$ cat src/rtl/register_file_param.sv
// Parametrised register file: two combinational read ports, one write port, optional hardwired-zero R0
// and a one-register-per-cycle bulk-clear sweep. Optional write-through read bypass under RF_BYPASS_EN.
module register_file_param #(
    parameter int WIDTH   = 24,
    parameter int ADDR_W  = 4,
    parameter int R0_ZERO = 1
) (
    input  logic              Clock,
    input  logic              Reset,
    input  logic [ADDR_W-1:0] RS,
    input  logic [ADDR_W-1:0] RT,
    input  logic [ADDR_W-1:0] RD,
    input  logic [WIDTH-1:0]  WriteData,
    input  logic              RegWrite,
    input  logic              Clear,
    output logic [WIDTH-1:0]  ReadRS,
    output logic [WIDTH-1:0]  ReadRT,
    output logic              Busy,
    output logic              StateDbg
);
    localparam int DEPTH = 2 ** ADDR_W;

    typedef enum logic {IDLE = 1'b0, CLEAR = 1'b1} state_t;

    state_t            state;
    state_t            stateNext;
    logic [ADDR_W-1:0] clrIdx;
    logic [ADDR_W-1:0] clrIdxNext;
    logic [WIDTH-1:0]  regs [DEPTH];
    logic              writeEn;

    // Clear/Busy protocol: Clear is a request sampled in IDLE only; Busy is high for exactly DEPTH
    // cycles while the sweep runs. Writes presented while Busy are dropped, so the caller must stall.
    assign Busy     = (state == CLEAR);
    assign StateDbg = state;
    assign writeEn  = RegWrite && !Busy && !((R0_ZERO != 0) && (RD == '0));

    always_ff @(posedge Clock or posedge Reset) begin
        if (Reset) begin
            state  <= IDLE;
            clrIdx <= '0;
        end else begin
            state  <= stateNext;
            clrIdx <= clrIdxNext;
        end
    end

    always_comb begin
        stateNext  = state;
        clrIdxNext = clrIdx;
        case (state)
            IDLE: begin
                if (Clear) begin
                    stateNext  = CLEAR;
                    clrIdxNext = '0;
                end
            end
            CLEAR: begin
                clrIdxNext = clrIdx + 1'b1;
                if (clrIdx == '1) begin
                    stateNext  = IDLE;
                    clrIdxNext = '0;
                end
            end
            default: begin
                stateNext  = IDLE;
                clrIdxNext = '0;
            end
        endcase
    end

    always_ff @(posedge Clock or posedge Reset) begin
        if (Reset) begin
            for (int i = 0; i < DEPTH; i++) begin
                regs[i] <= '0;
            end
        end else if (state == CLEAR) begin
            regs[clrIdx] <= '0;
        end else if (writeEn) begin
            regs[RD] <= WriteData;
        end
    end

    // Address 0 reads as zero when hardwired, regardless of stored contents or bypass.
    always_comb begin
        ReadRS = regs[RS];
`ifdef RF_BYPASS_EN
        if (writeEn && (RS == RD)) begin
            ReadRS = WriteData;
        end
`endif
        if ((R0_ZERO != 0) && (RS == '0)) begin
            ReadRS = '0;
        end
    end

    always_comb begin
        ReadRT = regs[RT];
`ifdef RF_BYPASS_EN
        if (writeEn && (RT == RD)) begin
            ReadRT = WriteData;
        end
`endif
        if ((R0_ZERO != 0) && (RT == '0)) begin
            ReadRT = '0;
        end
    end

endmodule

$ cat config.mk
export PLATFORM = sky130hd
export DESIGN_NAME = register_file_param
export DESIGN_NICKNAME = d
export VERILOG_FILES = /design/src/rtl/register_file_param.sv
export SDC_FILE = /design/constraint.sdc
export NUM_CORES = 1
export LEC_CHECK = 0
export ABC_AREA = 0
export CORE_AREA = 3 3 248 189
export DETAILED_ROUTE_END_ITERATION = 8
export DIE_AREA = 0 0 251 192
export PLACE_DENSITY_LB_ADDON = 0.12
export SLEW_MARGIN = 20
export SYNTH_ARGS = -nofsm -noshare
export SYNTH_HDL_FRONTEND = slang
export SYNTH_SLANG_ARGS = --single-unit
$ cat constraint.sdc
create_clock -name Clock -period 15.15 [get_ports Clock]
set_input_delay 3.03 -clock Clock [delete_from_list [all_inputs] [get_ports Clock]]
set_output_delay 3.03 -clock Clock [all_outputs]
set_load 0.05 [all_outputs]
==> key figures, run 1 <==
Power and ir drop
  – Clock group share of total power: roughly a third
  – Internal Pwr Total: just under 2 mW
  – Sequential share of power: 42.3%
  – Combinational fraction of design power: between 20% and 30%
  – Fraction of power spent switching nets: roughly 33%
  – Power per standard cell area: roughly 140 mW/mm^2
  – Net switching power figure: approximately 950 uW
  – Leak Pwr: 9.34 nW
  – Maximum ir drop on the vdd rail: 0.000105 V

Setup path
  – Maximum net fanout on the critical path: 14
  – Type of origin of the critical path: input port
  – Data arrival, critical path: 6660 ps
  – Critical path's slowest cell: clkdlybuf4s50_1
  – CP cell instances: clkdlybuf4s50_1 -> nand2b_1 -> buf_4 -> o22ai_1 -> a2111oi_0 -> nor2_1 -> clkdlybuf4s50_1
  – Delay of the slowest cell on the worst path: around 900 ps
  – WP buf/inv: 3
  – Data required time at the worst endpoint: around 12000 ps
  – Type of the worst setup path: in2out
  – Setup crit end kind: primary output
  – Cell type group with the largest total delay on the critical path: buffers and inverters
  – Most frequent cell on the critical path: clkdlybuf4s50_1

Synth
  – Count of state elements after synthesis: between 300 and 400
  – Most frequent cells after synthesis: 365 x dfrtp_1, 360 x a22o_1, 111 x mux2i_1, 108 x mux4_2, 79 x nor2_1
  – Number of enable flip-flop cells after synthesis: 0
  – Library cell with the largest summed area after synthesis: dfrtp_1
  – Average cell area after synthesis: approximately 13 sq um
  – Number of distinct library cell variants in the gate-level netlist after synthesis: 40
  – Share of the synthesized area in the top cell type: between 40% and 50%
  – Primary FF master, synth: dfrtp_1
  – Instance count of the mapped netlist: between 1000 and 1500
  – Portion of the post-synthesis area used by sequential elements: 49.0%
  – Syn. warnings: 0
  – Net Count, Synth: around 1500
  – Synth top area cells: dfrtp_1 49%, a22o_1 17%, mux4_2 13%, mux2i_1 6.0%, o22ai_1 2.3%
  – Share of synthesized flip-flops with an asynchronous set or reset: 100%
  – Post-Synthesis Cell Area: ~0.019 sq mm
  – Leading cell type by number of instances after synthesis: dfrtp_1

Worst hold path
  – Worst hold path class: reg2reg

Final layout
  – Post-Route Utilization: a little under half
  – Final design instance area without fill: 0.0213 sq mm
  – Ratio of cells with drive above 1 in the final layout: 18.1%
  – Net count, final: 1502
  – Relative area change from synthesis to final layout: 14.0%
  – Antenna diode instance count: 0

Drt
  – Post-route antenna net violation count: 0
  – Drc violations: 0
  – Number of detailed-route iterations in the first pass: 6
  – Initial DRC count: approximately 1800
  – Vias per cell: about 7.0
  – Via count of the routed design: around 15000
  – Average wire per standard cell: between 30 and 40 um
  – Final Routed Wirelength: 69000 um

STA
  – Worst relative slew slack: 21.5%
  – Max-slew violation count: 0
  – Maximum operating frequency: approximately 100 MHz
  – Worst slew pin tran: ~1200 ps
  – Post-route minimum period: just under 10000 ps
  – Final sum of negative setup slack: 0 ps
  – Setup repair after global routing missed its margin: no
  – Final Cycle Share: a little under two thirds
  – Final Hold Viols: 0
  – Count of endpoints failing setup in the final report: 0
  – Clock skew after layout: about 27 ps

Placed design
  – Detailed placer's ending HPWL: about 37000 um
  – Routability congestion estimate: approximately 0.80
  – Cell area after placement: between 0.015 and 0.02 sq mm
  – Port-buffer cells: roughly 90

Clocking
  – Cts bufs inserted: a little over 40
  – CTS tree: built
  – Number of sinks driven by the clock tree: around 370
  – H-tree levels: 2
  – Clock Pin Slew Worst Setup and Hold Paths: 50 ps
  – Root Buffer Master: clkbuf_16
  – Max Root-Sink Buffers: 3
  – Number of hold buffers added after cts: 0
  – Setup Buffers After CTS: 0
  – Cts repair resizes: 0
  – Latest clock arrival within the worst-skew pair: between 500 and 600 ps

Floorplanning
  – Die extent in y: ~190 um
  – Area inside the core boundary: roughly 0.045 sq mm
  – Top-level I/O count: 90
  – Die Outline Area: 0.0482 sq mm
  – Initial cell density of the core: between 40% and 50%
  – Die Span X: 251 um
  – Number of rows in the core area: 67

Global routing
  – Maximum number of pins on one net before global-route repair: about 180
  – Initial antenna violation count: 0
  – Global-route wire length before repair: 101000 um
  – Global-route congestion overflow total: 0
  – Via count of the first global-routing pass: roughly 14000
  – Overall Global Routing Usage: around 29%

Status
  – Status: finished clean

Job
  – Max-capacitance violation count: 0
flip-flops by register name (all words and copies together), names as in the netlist:
name / count
Busy: 1
clrIdx: 4
regs: 360
layout by cell type (no fill, tap or decap), types with 2 or more instances in the layout:
cell type / synthesis / final
a2111oi_0: 36 / 36
a21o_1: 2 / 2
a21oi_1: 13 / 3
a21oi_2: 5 / 15
a221oi_1: 10 / 10
a22o_1: 360 / 360
a31oi_1: 14 / 14
buf_2: 67 / 2
buf_4: 5 / 42
buf_6: 2 / 2
clkbuf_1: 75 / 7
clkbuf_16: 0 / 41
clkbuf_8: 0 / 10
clkdlybuf4s50_1: 0 / 83
clkinv_2: 0 / 9
clkinvlp_4: 0 / 2
dfrtp_1: 365 / 365
ha_1: 5 / 5
inv_1: 4 / 3
mux2_2: 12 / 12
mux2i_1: 111 / 111
mux4_2: 108 / 108
nand2_1: 26 / 26
nand2b_1: 23 / 22
nand4bb_1: 2 / 2
nor2_1: 79 / 72
nor2_2: 2 / 9
nor2_4: 3 / 3
nor2b_1: 5 / 3
nor2b_2: 0 / 2
nor3_1: 12 / 12
nor3_4: 0 / 3
nor3b_2: 1 / 2
o21ai_0: 3 / 3
o22ai_1: 68 / 68
o31ai_1: 3 / 3
area by class of cell:
class,count,area (sq um)
Fill cell,4000,23300
Sequential cell,365,9130
Multi-Input combinational cell,915,8870
Timing Repair Buffer,130,1200
Clock buffer,58,1190
Tap cell,586,733
Clock inverter,13,98.8
Inverter,4,22.5
path summary, 6_finish.rpt:
path                           start    endpoint  slack, ps  cells after the start
setup / recovery               RT[0]  ReadRT[10]       5460                      7
hold / removal             regs[228]   regs[228]        520                      1
setup reg to reg                Busy    regs[82]      12120                      6
hold reg to reg            regs[228]   regs[228]        520                      1
max in group asynchronous      Reset   regs[190]      10500                      3
min in group asynchronous      Reset    regs[84]       3090                      2
through the flow:
step	std cells	hold slack, ps	setup WS [ps]	total power [mW]
final	2071	518	5460	2.89
after global routing	2071	530	5290	2.99
after floorplan	1441	477	1990	1.65
after detailed placement	2000	498	5550	1.90
after CTS	2071	518	5560	2.89
after global placement	2000	495	5560	1.89
per-layer routing:
metal	global-route usage [%]	share of wire (%)
met4	8.65	2.9
met2	39.5	41
met1	43.8	45
met3	7.03	10
met5	0	0
power groups by stage:
| stage | Sequential (mW) | Combinational [mW] | Clock [mW] |
|---|---|---|---|
| finish | 1.22 | 0.686 | 0.979 |
| global route | 1.24 | 0.720 | 1.04 |
| CTS | 1.21 | 0.677 | 0.995 |
| detailed placement | 1.23 | 0.676 | 0 |
| global placement | 1.23 | 0.668 | 0 |
| floorplan | 1.20 | 0.455 | 0 |
cells by family (layout without fill, tap and decap cells):
family / count (synthesis) / in the layout / synth area share, %
compound gates: 517 / 517 / 22.8
flops: 365 / 365 / 49.0
mux: 231 / 231 / 19.7
simple gates: 162 / 162 / 4.25
buf+inv: 161 / 205 / 3.88
fa+ha+maj: 5 / 5 / 0.336
No activity file was read; power rests on OpenSTA's default activity.
==> run 2, diff against run 1 <==
clock period = 8.7 ns   (was 15.15 ns; I/O delays follow)
==> run 2 against run 1 <==
Non-clock buffer count grew 9. Sequential power grew 74%. Largest cell class unchanged. Design area grew 0.39%. Via count grew 0.26%.
==> key figures, run 2 (same netlist as run 1, synthesis figures left out) <==
Clocking
  – Root Buffer Master: clkbuf_16
  – CTS tree: built
  – Number of sinks driven by the clock tree: roughly 370
  – Setup Buffers After CTS: 0
  – Cts repair resizes: 0
  – Cts bufs inserted: 40
  – H-tree levels: 2
  – Latest clock arrival within the worst-skew pair: 550 ps
  – Number of hold buffers added after cts: 0
  – Max Root-Sink Buffers: 3
  – Clock Pin Slew Worst Setup and Hold Paths: 60 ps

Global routing
  – Global-route congestion overflow total: 0
  – Overall Global Routing Usage: a little under 30%
  – Initial antenna violation count: 2
  – Global-route wire length before repair: a little over 100000 um
  – Maximum number of pins on one net before global-route repair: approximately 170
  – Via count of the first global-routing pass: ~14000

Setup path
  – Worst R2R End: regs[356]
  – Reg2reg start: Busy
  – Data arrival, critical path: approximately 5200 ps
  – Setup crit end kind: primary output
  – Launching instance or port of the critical path: RT[0]
  – Flop2flop setup slack: between 5000 and 6000 ps
  – Worst reg-to-reg path cell count: 5
  – Type of the worst setup path: in2out
  – Maximum net fanout on the critical path: 18
  – Worst setup path endpoint: ReadRT[21]
  – Data required time at the worst endpoint: between 6000 and 7000 ps
  – Type of origin of the critical path: input port

Drt
  – Post-route antenna net violation count: 0
  – DR WL met2: 28400 um
  – Via count of the routed design: about 15000
  – Final Routed Wirelength: between 70000 and 80000 um
  – Metal1 wirelength: between 30000 and 40000 um
  – Number of detailed-route iterations in the first pass: 5
  – Initial DRC count: around 1800
  – Drc violations: 0
  – Routed length on met3: roughly 7500 um
  – Vias per cell: roughly 7.0
  – Average wire per standard cell: around 34 um
  – DR top layer: met4

Job
  – Max-capacitance violation count: 0

Floorplanning
  – Top-level I/O count: 90
  – Die Outline Area: 0.0482 sq mm
  – Area inside the core boundary: 0.0446 sq mm
  – Number of rows in the core area: 67
  – Die extent in y: between 150 and 200 um
  – Die Span X: approximately 250 um
  – Initial cell density of the core: 41.8%

Final layout
  – Most frequent cells in the layout: 365 x dfrtp_1, 360 x a22o_1, 111 x mux2i_1
  – Number of flip-flops in the largest register: 360
  – Largest register by flop count: regs
  – Ratio of cells with drive above 1 in the final layout: roughly 18%
  – Post-Route Utilization: 47.8%
  – Net count, final: approximately 1500
  – Most common library cell in the layout ignoring fill and taps: dfrtp_1
  – Relative area change from synthesis to final layout: 14.4%

STA
  – Max-slew violation count: 0
  – Maximum operating frequency: about 140 MHz
  – Clock skew after layout: 12.6 ps
  – Setup repair after global routing missed its margin: no
  – Worst slew pin tran: around 1100 ps
  – Final Cycle Share: just under 80%
  – Final Hold Viols: 0
  – Worst relative slew slack: between 20% and 30%
  – Post-route minimum period: between 6000 and 7000 ps
  – Count of endpoints failing setup in the final report: 0
  – Final sum of negative setup slack: 0 ps

Placed design
  – Routability congestion estimate: a little over 0.8
  – Port-buffer cells: slightly below 90
  – Detailed placer's ending HPWL: 38900 um

Worst hold path
  – Hold_sp: regs[76]
  – Worst hold path class: reg2reg

Power and ir drop
  – Fraction of power spent switching nets: between 30% and 40%
  – Internal Pwr Total: roughly 3.4 mW
  – Net switching power figure: between 1.5 and 2 mW
  – Power per standard cell area: ~240 mW/mm^2
  – Maximum ir drop on the vdd rail: around 0.00021 V
  – Clock group share of total power: about a third
  – Combinational fraction of design power: around a quarter
  – Sequential share of power: 42.0%
  – Leak Pwr: roughly 9.4 nW

Status
  – Status: finished clean
==> run 2: cell types whose count changed in the layout (fill, tap and decap cells not counted), sizes merged <==
cell	previous run	this run
diode	0	1
clkinv	9	5
clkbuf	58	64
clkinvlp	2	1
buf	47	56
inv	5	3
==> run 2: power by group through the flow <==
stage          clock network (mW)  registers [mW]  logic [mW]
2_1_floorplan                   0            2.08       0.793
3_3_place_gp                    0            2.13        1.18
3_5_place_dp                    0            2.14        1.19
4_1_cts                      1.75            2.11        1.19
5_1_grt                      1.82            2.15        1.28
6_report                     1.72            2.12        1.21
==> run 2: stage by stage <==
step	instances	worst slack (ps)	hold slack (ps)	total power, mW	instance area, sq um
2_1_floorplan	1441	2060	477	2.88	18600
3_3_place_gp	2009	1860	495	3.32	20000
3_5_place_dp	2009	1820	497	3.33	20000
4_1_cts	2079	1810	519	5.05	21300
5_1_grt	2080	1680	533	5.24	21300
6_report	2080	1790	515	5.06	21300
==> run 2: per-layer routing <==
layer,vias up,track usage [%]
li1,5828,-
met1,7815,44.8
met2,856,38.8
met3,113,8.91
met4,0,7.60
met5,-,0
==> run 2: worst min path at each step <==
stage / endpoint / slack, ps / cells after the start
after CTS: regs[198] / 520 / 1
after detailed placement: regs[217] / 500 / 1
after floorplan: regs[143] / 480 / 1
after global routing: regs[111] / 530 / 1
final: regs[76] / 510 / 1
after global placement: regs[143] / 490 / 1
==> run 2: cell type report <==
type / count / area, sq um
Antenna cell: 1 / 2.50
Clock buffer: 64 / 1240
Clock inverter: 6 / 55.1
Fill cell: 3991 / 23300
Inverter: 4 / 18.8
Multi-Input combinational cell: 915 / 8870
Sequential cell: 365 / 9130
Tap cell: 586 / 733
Timing Repair Buffer: 139 / 1280
==> run 2: worst max-delay path, cell delays in order <==
cell	delay, ps
clkdlybuf4s50_1	830
nor2b_1	340
nor2b_2	810
a2111oi_0	240
nor2_1	320
clkdlybuf4s50_1	870
